[src/rtl/noc_traffic_gen_if.sv]
// Flit channel between a traffic generator (master) and a router input port (slave).
// stop_in is the router's back-pressure; data_void_out marks an empty slot.
interface noc_traffic_gen_if #(
  parameter int unsigned WORD_WIDTH = 32
);
  logic [WORD_WIDTH-1:0] data_out;
  logic                  data_void_out;
  logic                  stop_in;

  modport master (
    output data_out,
    output data_void_out,
    input  stop_in
  );

  modport slave (
    input  data_out,
    input  data_void_out,
    output stop_in
  );
endinterface

[src/rtl/noc_traffic_gen.sv]
// NoC traffic generator: LFSR-paced head/body/tail packet injection with XY lookahead.
// Optional macro TRAFFIC_GEN_TIMESTAMP_EN: first body flit carries the decision-edge cycle count.
module noc_traffic_gen #(
  parameter int unsigned WORD_WIDTH = 32,
  parameter int unsigned X_BITS     = 3,
  parameter int unsigned Y_BITS     = 3,
  parameter int unsigned MESH_X     = 4,
  parameter int unsigned MESH_Y     = 4,
  parameter int unsigned SRC_X      = 0,
  parameter int unsigned SRC_Y      = 0,
  parameter logic [15:0] SEED       = 16'hACE1
) (
  input  logic                     clk,
  input  logic                     rst,
  input  logic                     enable,
  input  logic [7:0]               rate,
  input  logic [1:0]               dest_mode,
  input  logic [X_BITS-1:0]        fixed_x,
  input  logic [Y_BITS-1:0]        fixed_y,
  input  logic [3:0]               pkt_len,
  input  logic [15:0]              num_pkts,
  noc_traffic_gen_if.master        flit_if,
  output logic                     done,
  output logic [15:0]              pkt_count
);

  typedef enum logic [2:0] {
    ST_IDLE = 3'd0,
    ST_HEAD = 3'd1,
    ST_BODY = 3'd2,
    ST_TAIL = 3'd3,
    ST_DONE = 3'd4
  } state_e;

  localparam logic [X_BITS-1:0] SRC_XB = X_BITS'(SRC_X);
  localparam logic [Y_BITS-1:0] SRC_YB = Y_BITS'(SRC_Y);

  state_e                state_q, state_d;
  logic [15:0]           lfsr_q, lfsr_d;
  logic [WORD_WIDTH-1:0] data_q, data_d;
  logic                  void_q, void_d;
  logic                  done_q, done_d;
  logic [15:0]           count_q, count_d;
  logic [15:0]           seq_q, seq_d;
  logic [3:0]            len_q, len_d;
  logic [3:0]            idx_q, idx_d;
  logic [X_BITS-1:0]     cand_x_s;
  logic [Y_BITS-1:0]     cand_y_s;
  logic                  dest_ok_s;
  logic                  rate_ok_s;
  logic                  inject_s;
  logic                  xfer_s;
`ifdef TRAFFIC_GEN_TIMESTAMP_EN
  logic [31:0]           cycle_q;
  logic [31:0]           stamp_q, stamp_d;
`endif

  function automatic logic [4:0] lookahead(input logic [X_BITS-1:0] dx, input logic [Y_BITS-1:0] dy);
    logic [4:0] la;
    if (dx > SRC_XB) begin
      la = 5'b00010;
    end else if (dx < SRC_XB) begin
      la = 5'b00100;
    end else if (dy > SRC_YB) begin
      la = 5'b01000;
    end else if (dy < SRC_YB) begin
      la = 5'b10000;
    end else begin
      la = 5'b00001;
    end
    return la;
  endfunction

  function automatic logic [WORD_WIDTH-1:0] mk_head(input logic [X_BITS-1:0] dx, input logic [Y_BITS-1:0] dy);
    logic [WORD_WIDTH-1:0] w;
    w = '0;
    w[WORD_WIDTH-1 -: 2]             = 2'b10;
    w[WORD_WIDTH-9 -: X_BITS]        = dx;
    w[WORD_WIDTH-9-X_BITS -: Y_BITS] = dy;
    w[4:0]                           = lookahead(dx, dy);
    return w;
  endfunction

  function automatic logic [WORD_WIDTH-1:0] mk_body(input logic [15:0] seq, input logic [7:0] idx);
    logic [WORD_WIDTH-1:0] w;
    w = '0;
    w[23:8] = seq;
    w[7:0]  = idx;
    return w;
  endfunction

  function automatic logic [WORD_WIDTH-1:0] mk_tail();
    logic [WORD_WIDTH-1:0] w;
    w = '0;
    w[WORD_WIDTH-1 -: 2]     = 2'b01;
    w[6 +: Y_BITS]           = SRC_YB;
    w[6 + Y_BITS +: X_BITS]  = SRC_XB;
    return w;
  endfunction

`ifdef TRAFFIC_GEN_TIMESTAMP_EN
  function automatic logic [WORD_WIDTH-1:0] mk_stamp(input logic [31:0] stamp);
    logic [WORD_WIDTH-1:0] w;
    w = WORD_WIDTH'(stamp);
    w[WORD_WIDTH-1 -: 2] = 2'b00;
    return w;
  endfunction
`endif

  // Galois LFSR, x^16+x^14+x^13+x^11+1, shifting right.
  assign lfsr_d    = {1'b0, lfsr_q[15:1]} ^ (lfsr_q[0] ? 16'hB400 : 16'h0000);
  assign rate_ok_s = (rate == 8'hFF) || (lfsr_q[7:0] < rate);
  assign inject_s  = enable && !done_q && rate_ok_s && dest_ok_s;
  assign xfer_s    = !void_q && !flit_if.stop_in;

  // Candidate destination for this cycle's injection decision and its validity.
  always_comb begin
    cand_x_s = fixed_x;
    cand_y_s = fixed_y;
    case (dest_mode)
      2'd0: begin
        cand_x_s = lfsr_q[8 +: X_BITS];
        cand_y_s = lfsr_q[12 +: Y_BITS];
      end
      2'd2: begin
        cand_x_s = X_BITS'(SRC_Y);
        cand_y_s = Y_BITS'(SRC_X);
      end
      default: begin
        cand_x_s = fixed_x;
        cand_y_s = fixed_y;
      end
    endcase
    if (dest_mode == 2'd0) begin
      dest_ok_s = (32'(cand_x_s) < MESH_X) && (32'(cand_y_s) < MESH_Y) &&
                  !((cand_x_s == SRC_XB) && (cand_y_s == SRC_YB));
    end else begin
      dest_ok_s = 1'b1;
    end
  end

  // Packet FSM: next state and next registered flit, advancing only on a transfer.
  always_comb begin
    state_d = state_q;
    data_d  = data_q;
    void_d  = void_q;
    done_d  = done_q;
    count_d = count_q;
    seq_d   = seq_q;
    len_d   = len_q;
    idx_d   = idx_q;
`ifdef TRAFFIC_GEN_TIMESTAMP_EN
    stamp_d = stamp_q;
`endif
    case (state_q)
      ST_IDLE: begin
        void_d = 1'b1;
        data_d = '0;
        if (inject_s) begin
          state_d = ST_HEAD;
          data_d  = mk_head(cand_x_s, cand_y_s);
          void_d  = 1'b0;
          seq_d   = count_q;
          len_d   = pkt_len;
          idx_d   = 4'd0;
`ifdef TRAFFIC_GEN_TIMESTAMP_EN
          stamp_d = cycle_q;
`endif
        end else begin
          state_d = ST_IDLE;
        end
      end
      ST_HEAD: begin
        if (xfer_s) begin
          if (len_q == 4'd0) begin
            state_d = ST_TAIL;
            data_d  = mk_tail();
          end else begin
            state_d = ST_BODY;
            idx_d   = 4'd0;
`ifdef TRAFFIC_GEN_TIMESTAMP_EN
            data_d  = mk_stamp(stamp_q);
`else
            data_d  = mk_body(seq_q, 8'd0);
`endif
          end
        end else begin
          state_d = ST_HEAD;
        end
      end
      ST_BODY: begin
        if (xfer_s) begin
          if (idx_q == (len_q - 4'd1)) begin
            state_d = ST_TAIL;
            data_d  = mk_tail();
          end else begin
            idx_d  = idx_q + 4'd1;
            data_d = mk_body(seq_q, {4'd0, idx_q + 4'd1});
          end
        end else begin
          state_d = ST_BODY;
        end
      end
      ST_TAIL: begin
        if (xfer_s) begin
          count_d = (count_q == 16'hFFFF) ? count_q : count_q + 16'd1;
          void_d  = 1'b1;
          data_d  = '0;
          if ((num_pkts != 16'd0) && (count_d == num_pkts)) begin
            state_d = ST_DONE;
            done_d  = 1'b1;
          end else begin
            state_d = ST_IDLE;
          end
        end else begin
          state_d = ST_TAIL;
        end
      end
      ST_DONE: begin
        void_d = 1'b1;
        data_d = '0;
        done_d = 1'b1;
      end
      default: begin
        state_d = ST_IDLE;
        void_d  = 1'b1;
        data_d  = '0;
      end
    endcase
  end

  // State and datapath registers.
  always_ff @(posedge clk or negedge rst) begin
    if (!rst) begin
      state_q <= ST_IDLE;
      lfsr_q  <= SEED;
      data_q  <= '0;
      void_q  <= 1'b1;
      done_q  <= 1'b0;
      count_q <= 16'd0;
      seq_q   <= 16'd0;
      len_q   <= 4'd0;
      idx_q   <= 4'd0;
    end else begin
      state_q <= state_d;
      lfsr_q  <= lfsr_d;
      data_q  <= data_d;
      void_q  <= void_d;
      done_q  <= done_d;
      count_q <= count_d;
      seq_q   <= seq_d;
      len_q   <= len_d;
      idx_q   <= idx_d;
    end
  end

`ifdef TRAFFIC_GEN_TIMESTAMP_EN
  // Free-running cycle counter and the stamp latched at the decision edge.
  always_ff @(posedge clk or negedge rst) begin
    if (!rst) begin
      cycle_q <= 32'd0;
      stamp_q <= 32'd0;
    end else begin
      cycle_q <= cycle_q + 32'd1;
      stamp_q <= stamp_d;
    end
  end
`endif

  assign flit_if.data_out      = data_q;
  assign flit_if.data_void_out = void_q;
  assign done                  = done_q;
  assign pkt_count             = count_q;

endmodule
[src/flat_wrapper.sv]
// flat-port wrapper written by rule: the top's interface ports become plain ports
module noc_traffic_gen_flat 
#(
  parameter int unsigned WORD_WIDTH = 32,
  parameter int unsigned X_BITS     = 3,
  parameter int unsigned Y_BITS     = 3,
  parameter int unsigned MESH_X     = 4,
  parameter int unsigned MESH_Y     = 4,
  parameter int unsigned SRC_X      = 0,
  parameter int unsigned SRC_Y      = 0,
  parameter logic [15:0] SEED       = 16'hACE1
)
  (clk, rst, enable, rate, dest_mode, fixed_x, fixed_y, pkt_len, num_pkts, done, pkt_count, flit_if_data_out, flit_if_data_void_out, flit_if_stop_in);
  noc_traffic_gen_if #(.WORD_WIDTH(WORD_WIDTH)) flit_if_i ();
  input  logic clk;
  input  logic rst;
  input  logic enable;
  input  logic [7:0] rate;
  input  logic [1:0] dest_mode;
  input  logic [X_BITS-1:0] fixed_x;
  input  logic [Y_BITS-1:0] fixed_y;
  input  logic [3:0] pkt_len;
  input  logic [15:0] num_pkts;
  output logic done;
  output logic [15:0] pkt_count;
  output wire logic [$bits(flit_if_i.data_out)-1:0] flit_if_data_out;
  output wire logic [$bits(flit_if_i.data_void_out)-1:0] flit_if_data_void_out;
  input wire logic [$bits(flit_if_i.stop_in)-1:0] flit_if_stop_in;
  assign flit_if_data_out = flit_if_i.data_out;
  assign flit_if_data_void_out = flit_if_i.data_void_out;
  assign flit_if_i.stop_in = flit_if_stop_in;
  noc_traffic_gen #(.WORD_WIDTH(WORD_WIDTH), .X_BITS(X_BITS), .Y_BITS(Y_BITS), .MESH_X(MESH_X), .MESH_Y(MESH_Y), .SRC_X(SRC_X), .SRC_Y(SRC_Y), .SEED(SEED)) u_core (.clk(clk), .rst(rst), .enable(enable), .rate(rate), .dest_mode(dest_mode), .fixed_x(fixed_x), .fixed_y(fixed_y), .pkt_len(pkt_len), .num_pkts(num_pkts), .flit_if(flit_if_i), .done(done), .pkt_count(pkt_count));
endmodule
[config.mk]
export PLATFORM = sky130hd
export DESIGN_NAME = noc_traffic_gen_flat
export DESIGN_NICKNAME = d
export VERILOG_FILES = /design/src/rtl/noc_traffic_gen_if.sv /design/src/rtl/noc_traffic_gen.sv /design/src/flat_wrapper.sv
export SDC_FILE = /design/constraint.sdc
export NUM_CORES = 1
export LEC_CHECK = 0
export CAP_MARGIN = 10
export CORE_AREA = 5 5 97 99
export DETAILED_ROUTE_END_ITERATION = 8
export DIE_AREA = 0 0 102 104
export DONT_BUFFER_PORTS = 1
export HOLD_SLACK_MARGIN = 0.12
export PLACE_DENSITY = 0.71
export SLEW_MARGIN = 20
export SYNTH_ARGS = -nofsm -noshare
export SYNTH_HDL_FRONTEND = slang
export SYNTH_SLANG_ARGS = --single-unit
[constraint.sdc]
create_clock -name clk -period 4.86 [get_ports clk]
set_clock_uncertainty 0.05 [all_clocks]
set_input_delay 0.243 -clock clk [delete_from_list [all_inputs] [get_ports clk]]
set_output_delay 0.243 -clock clk [all_outputs]
set_load 0.01 [all_outputs]
After elaboration in Yosys (flattened, before gate mapping) --
Index checks and enable logic that the tools add are counted.
Cells by class: bitwise gates (word level) 3, order comparisons 7, reduce and logical (&&, ||, !) cells 29, eq/ne operators 17, muxes and demuxes 36, add/sub/neg operators 3
Operators by type and width (number):
- 32-bit two-way mux | 4
- 32-bit case mux with 4 select lines | 1
- 31-bit two-way mux | 2
- 16-bit two-way mux | 2
- 4-bit two-way mux | 5
- 5-bit two-way mux | 4
- 16-bit by 1-bit adder with 16-bit output (second input constant) | 1
- 16-bit == test | 1
- 16-bit == test (second input constant) | 1
- 16-bit nonzero test | 1
- 15-bit by 16-bit bitwise XOR with 16-bit output | 1
- 3-bit case mux with 5 select lines | 1
- 3-bit two-way mux | 4
- 3-bit case mux with 2 select lines | 2
- 4-bit case mux with 3 select lines | 1
- 2-bit by 1-bit != test with 1-bit output (second input constant) | 5
- 3-bit zero test | 3
- 8-bit == test (second input constant) | 1
- 1-bit logical AND | 8
- 8-bit < comparator | 1
- 2-bit AND reduction | 4
- 1-bit two-way mux | 7
- 3-bit by 2-bit == test with 1-bit output (second input constant) | 2
- 3-bit by 1-bit > comparator with 1-bit output (second input constant) | 2
- 23 further kinds | 31
Storage, ports and cells: register bits after elaboration 93, logic and storage cells 104, output and inout port bits 50, input bits 40

Longest topological paths before layout --
Gate-level depths: netlist of run 1.
depth after elaboration 10, mapped depth 10, gate-level depth less buffers 9

Worst setup path after synthesis of run 1 --
No wires, ideal clock.
path kind register to register, from reg u_core.lfsr_q[5], to reg u_core.len_q[0], arrival time 2.188 ns, library setup time 0.125 ns, stages on the path, launching flop included 10, buffers on the path 1, data required time 4.685 ns, clock period less this slack 2.363 ns, setup slack 2.497 ns, cells stage by stage dfstp_2 -> ha_1 -> a21o_1 -> a21oi_1 -> nor2b_1 -> o22ai_1 -> o211ai_1 -> or3_4 -> buf_6 -> mux2_4
Between the ends: word-level cells in the longest chain between the ends 5
Ends and longest elaborated chain:
- start, declared | line noc_traffic_gen.sv:39 | logic [15:0] lfsr_q, lfsr_d;
- start signal, assigned | line noc_traffic_gen.sv:246 | lfsr_q <= lfsr_d;
- 8-bit < comparator | line noc_traffic_gen.sv:112 | assign rate_ok_s = (rate == 8'hFF) || (lfsr_q[7:0] < rate);
- 1-bit logical OR | line noc_traffic_gen.sv:112
- 1-bit logical AND (2 in a row) | line noc_traffic_gen.sv:113 | assign inject_s = enable && !done_q && rate_ok_s && dest_ok_s;
- 2-bit AND reduction (no line)
- end signal, assigned | line noc_traffic_gen.sv:252 | len_q <= len_d;
- end, declared | line noc_traffic_gen.sv:45 | logic [3:0] len_q, len_d;
No other way between the ends. A chain may end at the register's enable or synchronous reset.

Final worst setup path of run 1 --
from in dest_mode[0], to reg u_core.seq_q[3]
Between the ends: word-level cells in the longest chain between the ends 9, elaborated cells between the ends (all ways) 15, classes of those cells 2 x order compare; 1 x eq/ne; 3 x mux; 9 x reduce/logical
Ends and longest elaborated chain:
- start, declared | line flat_wrapper.sv:19 | input logic [1:0] dest_mode;
- parallel branches: the longest is 6 deep, another holds 3-bit < comparator
- 1-bit two-way mux (*) | line noc_traffic_gen.sv:134 | if (dest_mode == 2'd0) begin
- 1-bit logical AND (*) | line noc_traffic_gen.sv:113
- 2-bit AND reduction (no line) (*)
- end signal, assigned | line noc_traffic_gen.sv:251 | seq_q <= seq_d;
- end, declared | line noc_traffic_gen.sv:44 | logic [15:0] seq_q, seq_d;
Every way passes the cells marked *.

==> results of run 1 <==
flip-flops by register name (all words and copies together) (netlist names):
signal,cells
u_core.seq_q,16
u_core.done,1
u_core.state_q,3
u_core.flit_if.data_out,22
u_core.pkt_count,16
u_core.flit_if.data_void_out,1
u_core.idx_q,4
u_core.len_q,4
u_core.lfsr_q,16
path summary, 6_finish.rpt:
| kind | start | end | cells after the start |
|---|---|---|---|
| worst max-delay path | dest_mode[0] | u_core.seq_q[3]$_DFFE_PN0P_ | 8 |
| worst min-delay path | fixed_y[2] | u_core.flit_if.data_out[0]$_DFFE_PN0P_ | 3 |
| worst max register to register | u_core.pkt_count[7]$_DFFE_PN0P_ | u_core.done$_DFFE_PN0P_ | 7 |
| worst min register to register | u_core.lfsr_q[6]$_DFF_PN1_ | u_core.lfsr_q[5]$_DFF_PN1_ | 0 |
| max in group asynchronous | rst | u_core.flit_if.data_void_out$_DFFE_PN1P_ | 2 |
| min in group asynchronous | rst | u_core.lfsr_q[3]$_DFF_PN0_ | 2 |
cell type report:
type / instances / area [um^2]
clock buffer: 11 / 131
tap: 108 / 135
timing repair buffer: 13 / 145
clock inverter: 5 / 80.1
multi-input combinational: 313 / 2240
fill: 721 / 3590
inverter: 15 / 56.3
sequential: 83 / 2090
through the flow:
stage               instances   util
floorplan                 445      -
global placement          520  0.535
detailed placement        520  0.535
CTS                       548  0.576
global route              548  0.576
finish                    548  0.576
cells in the mapped netlist, types with 3 or more instances:
master and count:
dfrtp_1 74, nand2_1 26, xnor2_1 25, nor2_1 23, xor2_1 21, mux2_4 20, nand3_1 17, a21oi_1 15
inv_1 15, o21ai_0 15, a22oi_1 13, nor3_1 13, nor4_1 13, buf_4 11, ha_1 11, nand4_1 11
a22o_1 10, buf_2 10, clkbuf_1 10, dfstp_2 9, o21ai_1 8, a31oi_1 5, and3_1 5, nor2b_1 5
o31ai_1 5, a21o_1 3, and4_1 3, buf_6 3, nand2b_1 3
worst min-delay path, stage by stage:
cell,delay [ns]
o21ai_0,0.07
nand3_1,0.10
o31ai_1,0.07
routing by layer:
metal / part of all wire / track usage
met2: 0.46 / 0.309
met1: 0.43 / 0.286
met5: 0 / 0
met4: 0.011 / 0.0544
met3: 0.094 / 0.0718
cell families after synthesis:
logic type      synth area share
compound gates             0.136
buf+inv                   0.0572
xor+xnor                  0.0886
fa+ha+maj                 0.0303
simple gates               0.158
other cells             0.000824
flops                      0.459
mux                       0.0704
report_power, final:
group	switching (uW)	internal [uW]
logic	44.2	34.3
clock network	247	289
registers	14.6	695
total	306	1020
==> metrics.txt, run 1 <==
crit-path leading delay family simple AND/OR/NAND/NOR gates; Pleak 0.00220 uW; final setup vio count 0; PD cells 272 mW/mm^2; flops & latches, synth 83; Main synth FF type dfrtp_1; Layout Nets 486; number of buffer and inverter stages on the critical path 1; setup_tns 0 ns; Synth-to-Final Area Change 7.18%; Post-Place Worst Slack 2.13 ns; Antenna Diode Count 0; Row Count 34; Post-Syn Area 0.00455 mm^2; share of layout cells above drive strength 1 0.123; RSZ-0062 raised after global routing false; DP Area 0.00453 mm^2; fraction of registers with async set or reset after synthesis 1.00; Syn Inst Count 436; # hold bufs at CTS 12; vertical die dimension 104 um; clk slew on worst S/H paths 0.08 ns; Total GRT Usage 0.207; Routed Antenna Nets 0; hpwl dp 7.69 mm; TritonCTS clock tree built; input/output buffers 0; I/O Pins 90; unique cell type count in the Yosys netlist 54; yosys warns 0; synth top area cells dfrtp_1 (41%), mux2_4 (6.6%), dfstp_2 (5.2%), xnor2_1 (4.8%), xor2_1 (4.0%); die area 0.0106 mm^2; Final Slew Violations 0; CTS Root Cell clkbuf_8; CP Capture Type register; WHS 0.136 ns; Post-CTS Setup Inserts 0; CP max FO 30; Die X 102 um; VDD IR-drop max 0.187 mV; vias per cell 6.17; clk_lat worst skew 0.34 ns; Max clock buf depth 2; Yosys top cell area share 0.407; violation count after the first detailed-route iteration 192; number of CTS-inserted buffers 9; first-pass GRT wire length 17.5 mm; most frequent cells in the layout dfrtp_1 (74), nand2_1 (26), xnor2_1 (25), nor2_1 (23), xor2_1 (21); PnR Total Power 1320 uW; CTS sink count 83; Critical Path RT 5.03 ns; sequential share of the synthesized area 0.459; drt first pass iters 5; fin crit period 2.80 ns; synthesized area per cell 10.4 um^2; Core ar. 0.00847 mm^2; Finished Cell Area 0.00488 mm^2; Startpoint Class input pin; crit path kind input pin to register; status completed; post-CTS resize count 0; slowest stage delay, CP 0.77 ns; Yosys top cell by area dfrtp_1; Post-synth EDFFs 0; grt total ovfl 0; fin crit share 0.576; worst rel slew slack 0.314; Setup WS post-layout 2.06 ns; Maximum Capacitance Violations 0; Hold Fails Final Rpt 0; leading cell type in the layout, fill and taps excluded dfrtp_1; CP Cell Sequence dlygate4sd3_1 > nor2_8 > a22oi_1 > and3_1 > a211oi_2 > o211ai_1 > or3_4 > mux2_4; Slew @ Worst Pin 1.02 ns; Routed WL per cell 19.5 um; largest net degree at the start of global routing 84; H-tree levels 3; Starting Density 0.537; R2R setup slack 2.08 ns; vias in the first global route 3,324; Via Count 3,379; CP max-delay cell dlygate4sd3_1; initial antenna violation count 0; Worst Hold Class input pin to register; final WL 10.7 mm; crit path DAT 2.97 ns; RePlAce Congestion 0.910; Achievable Freq 0.357 GHz; DRC 0
Note: power is estimated with default switching activity, not from simulation.
==> inputs of run 2 (changes only) <==
==> constraint.sdc (replaced) <==
create_clock -name clk -period 2.6 [get_ports clk]
set_clock_uncertainty 0.05 [all_clocks]
set_input_delay 0.13 -clock clk [delete_from_list [all_inputs] [get_ports clk]]
set_output_delay 0.13 -clock clk [all_outputs]
set_load 0.01 [all_outputs]
==> run 2 against run 1 <==
The run now ends with setup timing left; worst setup slack worse by 2.1 ns; global-route usage is 1.1 points higher; sequential power up 85%; critical path depth unchanged; combinational power rose by 130%; hold slack better by 0.0068 ns; cell count grew 6.2%; non-clock buffer count is 32 higher.
==> metrics.txt, run 2 (synthesis gave the netlist of run 1 again) <==
status finished with violations; failing checks setup timing; Row Count 34; worst rel slew slack 0.583; Routed WL per cell 19.5 um; Hold Fails Final Rpt 0; Antenna Diode Count 0; Max clock buf depth 2; Total GRT Usage 0.218; input/output buffers 0; DRC 0; fin crit share 1.00; crit path DAT 2.77 ns; PD cells 456 mW/mm^2; WHS Endpoint u_core.state_q[2]$_DFFE_PN0P_; DP Area 0.00471 mm^2; Worst Hold Class input pin to register; worst r2r src u_core.lfsr_q[5]$_DFF_PN1_; CTS sink count 83; fillers 678; CP max FO 8; Via Count 3,475; leading cell type in the layout, fill and taps excluded dfrtp_1; Post-Place Worst Slack -0.0133 ns; Worst R2R End u_core.len_q[1]$_DFFE_PN0P_; largest net degree at the start of global routing 84; Layout Nets 520; worst r2r path cells 8; Setup WS post-layout -0.000686 ns; TritonCTS clock tree built; RSZ-0062 raised after global routing true; Routed Antenna Nets 0; final setup vio count 1; initial antenna violation count 0; vias in the first global route 3,444; hpwl dp 8.00 mm; max FFs per register 22; hold depth 4; Final Slew Violations 0; Synth-to-Final Area Change 13.9%; number of CTS-inserted buffers 9; final WL 11.3 mm; clk slew on worst S/H paths 0.08 ns; I/O Pins 90; die area 0.0106 mm^2; clk_lat worst skew 0.35 ns; vertical die dimension 104 um; HP Start num_pkts[8]; CP Capture Type register; R2R setup slack -0.0007 ns; Pleak 0.00237 uW; H-tree levels 3; Post-Place Cells 545; Die X 102 um; first-pass GRT wire length 18.3 mm; WHS 0.143 ns; CTS Root Cell clkbuf_8; most frequent cells in the layout dfrtp_1 (73), buf_4 (27), nand2_1 (26), xnor2_1 (25), nor2_1 (23); VDD IR-drop max 0.244 mV; Starting Density 0.537; Slew @ Worst Pin 0.623 ns; violation count after the first detailed-route iteration 269; share of layout cells above drive strength 1 0.192; grt total ovfl 0; fin crit period 2.60 ns; Non-Filler Instances 582; RePlAce Congestion 0.974; Maximum Capacitance Violations 0; vias per cell 5.97; Core ar. 0.00847 mm^2; crit path kind register to register; drt first pass iters 4; Achievable Freq 0.385 GHz; setup_tns -0.000686 ns; Startpoint Class register; Critical Path RT 2.77 ns; Finished Cell Area 0.00518 mm^2
run 2: final cells by class:
type / count / area [um^2] / area share
well taps: 108 / 135 / 0.0261
clock inverters: 4 / 26.3 / 0.00507
inverters: 15 / 56.3 / 0.0109
clock buffers: 12 / 155 / 0.0299
multi-input cells: 315 / 2320 / 0.447
repair buffers: 45 / 403 / 0.0777
flip-flops and latches: 83 / 2090 / 0.403
run 2: how the worst max path moves through the flow:
stage          slack [ns]                       start  cells after the start                      endpoint
3_5_place_dp        -0.01  u_core.lfsr_q[5]$_DFF_PN1_                      8   u_core.seq_q[5]$_DFFE_PN0P_
3_3_place_gp         0.05  u_core.lfsr_q[5]$_DFF_PN1_                      8   u_core.seq_q[1]$_DFFE_PN0P_
5_1_grt             -0.06  u_core.lfsr_q[5]$_DFF_PN1_                      8  u_core.seq_q[11]$_DFFE_PN0P_
2_1_floorplan        0.24  u_core.lfsr_q[5]$_DFF_PN1_                      9   u_core.len_q[0]$_DFFE_PN0P_
4_1_cts              0.01  u_core.lfsr_q[5]$_DFF_PN1_                      8   u_core.len_q[1]$_DFFE_PN0P_
6_report          -0.0007  u_core.lfsr_q[5]$_DFF_PN1_                      8   u_core.len_q[1]$_DFFE_PN0P_
run 2: where the power goes:
| group | total (uW) | switching [uW] | internal (uW) |
|---|---|---|---|
| clock | 868 | 469 | 399 |
| sequential | 1310 | 11.4 | 1300 |
| combinational | 183 | 106 | 77.5 |
| total | 2360 | 586 | 1780 |
run 2: metrics by stage:
stage | power [uW] | utilization
after floorplan | 1450 | -
after global placement | 1460 | 0.557
after detailed placement | 1460 | 0.557
after CTS | 2370 | 0.602
after global routing | 2460 | 0.612
final | 2360 | 0.612
run 2: timing repair:
item / in CTS / in global routing
endpoints found under the hold margin: 98 / 0
pin swaps: 1 / 9
setup endpoints to repair: 20 / 41
gates resized for setup: 0 / 14
cloned: 0 / 2
setup buffers: 0 / 1
hold buffers: 18 / 0
run 2: metal layers:
metal,track usage,wire (um),share of wire,vias up
met5,0,0,0,-
met4,0.0703,285,0.025,0
met3,0.0664,954,0.084,24
met2,0.321,5330,0.47,130
met1,0.306,4780,0.42,1697
li1,-,-,-,1624
run 2: critical path, cell delays in order, from the launching register on:
cell,delay [ns]
dfstp_2,0.56
ha_4,0.20
a21o_1,0.19
a21oi_2,0.15
nor2b_2,0.06
o22ai_2,0.12
o211ai_1,0.27
or3_4,0.56
mux2_4,0.33
==> inputs of run 3 (changes only) <==
--- a/config.mk
+++ b/config.mk
@@ -5,13 +5,14 @@
 export SDC_FILE = /design/constraint.sdc
 export NUM_CORES = 1
 export LEC_CHECK = 0
+export ABC_AREA = 1
 export CAP_MARGIN = 10
-export CORE_AREA = 5 5 97 99
+export CORE_AREA = 5 5 98 100
 export DETAILED_ROUTE_END_ITERATION = 8
-export DIE_AREA = 0 0 102 104
+export DIE_AREA = 0 0 103 105
 export DONT_BUFFER_PORTS = 1
 export HOLD_SLACK_MARGIN = 0.12
-export PLACE_DENSITY = 0.71
+export PLACE_DENSITY = 0.7
 export SLEW_MARGIN = 20
 export SYNTH_ARGS = -nofsm -noshare
 export SYNTH_HDL_FRONTEND = slang
==> run 3 against run 2 <==
Routed wire length decreased by 1.2%; register-to-register slack better by 0.23 ns; maximum frequency increased by 9.8%; synthesized cell count rose by 35%; the flow now finishes without violations; count of clock-buffer cells in the layout fell by 2; first-iteration DRC count decreased by 26%; die area increased by 2.0%; flip-flop and latch count stayed put; worst setup slack improved by 0.23 ns; non-clock buffer count is 21 lower; cell count increased by 25%; synthesized area grew 1.2%; highest routed layer unchanged.
==> metrics.txt, run 3 <==
Row Count 34; most frequent cells in the layout nand2_1 (196), dfrtp_1 (72), inv_1 (57), nand3_1 (48), nor2_1 (39); Max clock buf depth 2; die area 0.0108 mm^2; yosys warns 0; crit path DAT 2.61 ns; Starting Density 0.536; status completed; fin crit share 0.911; Worst Hold Class input pin to register; hpwl dp 8.51 mm; vertical die dimension 105 um; vias in the first global route 3,959; leading cell type in the layout, fill and taps excluded nand2_1; drt first pass iters 5; Non-Filler Instances 725; Yosys top cell area share 0.402; Post-CTS Setup Inserts 0; Post-Place Worst Slack 0.179 ns; Post-Place Cells 689; Critical Path RT 2.84 ns; Post-Syn Area 0.00460 mm^2; count leader, synth nand2_1; TritonCTS clock tree built; final setup vio count 0; flops & latches, synth 83; Yosys top cell by area dfrtp_1; initial antenna violation count 0; CTS sink count 83; number of CTS-inserted buffers 9; clk_lat worst skew 0.36 ns; H-tree levels 3; DRC 0; number of buffer and inverter stages on the critical path 1; Synth-to-Final Area Change 10.6%; WHS 0.126 ns; violation count after the first detailed-route iteration 200; fillers 798; I/O Pins 90; Layout Nets 663; Achievable Freq 0.422 GHz; synthesized area per cell 7.82 um^2; PD cells 477 mW/mm^2; Hold Fails Final Rpt 0; CP max FO 18; Routed Antenna Nets 0; Core ar. 0.00859 mm^2; share of layout cells above drive strength 1 0.0972; max FFs per register 22; Via Count 3,950; sequential share of the synthesized area 0.454; Finished Cell Area 0.00509 mm^2; CP Cell Sequence ha_1 > nand2_2 > nor2_4 > nand2_2 > nor2_4 > inv_2 > o21ai_0 > xnor2_1 > nand4_1 > nor2_1 > nand2_1 > nand2_1; RSZ-0062 raised after global routing false; Syn Inst Count 589; setup_tns 0 ns; Post-synth top cells nand2_1 (196), dfrtp_1 (74), inv_1 (57); Final Slew Violations 0; Main synth FF type dfrtp_1; fin crit period 2.37 ns; grt total ovfl 0; clk slew on worst S/H paths 0.09 ns; CP max-delay cell dfrtp_2; first-pass GRT wire length 18.7 mm; CP Capture Type register; largest net degree at the start of global routing 84; Setup WS post-layout 0.231 ns; Total GRT Usage 0.216; Die X 103 um; crit path kind register to register; DP Area 0.00465 mm^2; RePlAce Congestion 0.947; CTS Root Cell clkbuf_8; Startpoint Class register; Pleak 0.00270 uW; final WL 11.2 mm; fraction of registers with async set or reset after synthesis 1.00; synth top area cells dfrtp_1 (40%), nand2_1 (16%), nand3_1 (5.2%), dfstp_2 (5.1%), inv_1 (4.6%); VDD IR-drop max 0.255 mV; Antenna Diode Count 0; Routed WL per cell 15.4 um; unique cell type count in the Yosys netlist 38; slowest stage delay, CP 0.49 ns; vias per cell 5.45; input/output buffers 0; Maximum Capacitance Violations 0; crit-path leading delay family simple AND/OR/NAND/NOR gates; Post-synth EDFFs 0
[run 3: cell count changes in the layout (fill, tap and decap cells not counted), sizes merged, moves of 9 or more]
cell | previous run | this run
nand3 | 17 | 51
a22oi | 13 | 4
nand2 | 26 | 202
nor4 | 13 | 1
inv | 15 | 65
buf | 28 | 5
o21ai | 23 | 41
mux2 | 20 | 0
xnor2 | 25 | 5
nor2 | 24 | 48
[run 3: final timing paths]
kind	from	end	slack, ns	depth (start not counted)
max	u_core.pkt_count[0]$_DFFE_PN0P_	u_core.done$_DFFE_PN0P_	0.23	12
min	num_pkts[4]	u_core.state_q[2]$_DFFE_PN0P_	0.13	5
max reg2reg	u_core.pkt_count[0]$_DFFE_PN0P_	u_core.done$_DFFE_PN0P_	0.23	12
min reg2reg	u_core.lfsr_q[7]$_DFF_PN1_	u_core.lfsr_q[6]$_DFF_PN1_	0.32	0
max in group asynchronous	rst	u_core.lfsr_q[13]$_DFF_PN1_	1.85	2
min in group asynchronous	rst	u_core.lfsr_q[1]$_DFF_PN0_	0.32	2
[run 3: metal layers]
metal / wire, um / up-vias / track usage
li1: - / 1915 / -
met1: 4470 / 1871 / 0.266
met2: 5600 / 140 / 0.361
met3: 886 / 24 / 0.0626
met4: 252 / 0 / 0.0722
met5: 0 / - / 0
[run 3: repair_timing]
action	4_1_cts	5_1_grt
endpoints found under the setup margin	0	2
hold buffers	20	0
gates resized for setup	0	2
hold endpoints to repair	97	0
[run 3: cells by family after synthesis]
group	synth area share
other cells	0.000815
simple gates	0.309
buf+inv	0.0881
flops	0.454
xor+xnor	0.0342
fa+ha+maj	0.0299
compound gates	0.0845
[run 3: report_power, final]
part | internal [uW] | total (uW) | switching [uW]
combinational | 44.2 | 116 | 71.7
sequential | 1290 | 1290 | 0
clock | 545 | 1020 | 480
total | 1880 | 2430 | 552
[run 3: area by class of cell]
class	instances	area (um^2)	area share
clock buffers	10	128	0.0251
clock inverters	6	90.1	0.0177
inverters	65	244	0.0479
multi-input cells	429	2140	0.421
flip-flops and latches	83	2090	0.411
well taps	108	135	0.0265
repair buffers	24	260	0.0511
[run 3: metrics by stage]
stage / power (uW) / util
floorplan: 1380 / -
global placement: 1370 / 0.541
detailed placement: 1380 / 0.541
CTS: 2450 / 0.592
global route: 2520 / 0.592
finish: 2430 / 0.592
[run 3: worst reg2reg max path: cells and delay by family, from the launching register on]
kind	cells	cell delay, ns
AND/OR/NAND/NOR	8	0.75
flip-flops	1	0.49
adder cells (fa/ha/maj)	1	0.30
AO/OA/AOI/OAI	1	0.26
buffers and inverters	1	0.23
XOR/XNOR	1	0.21
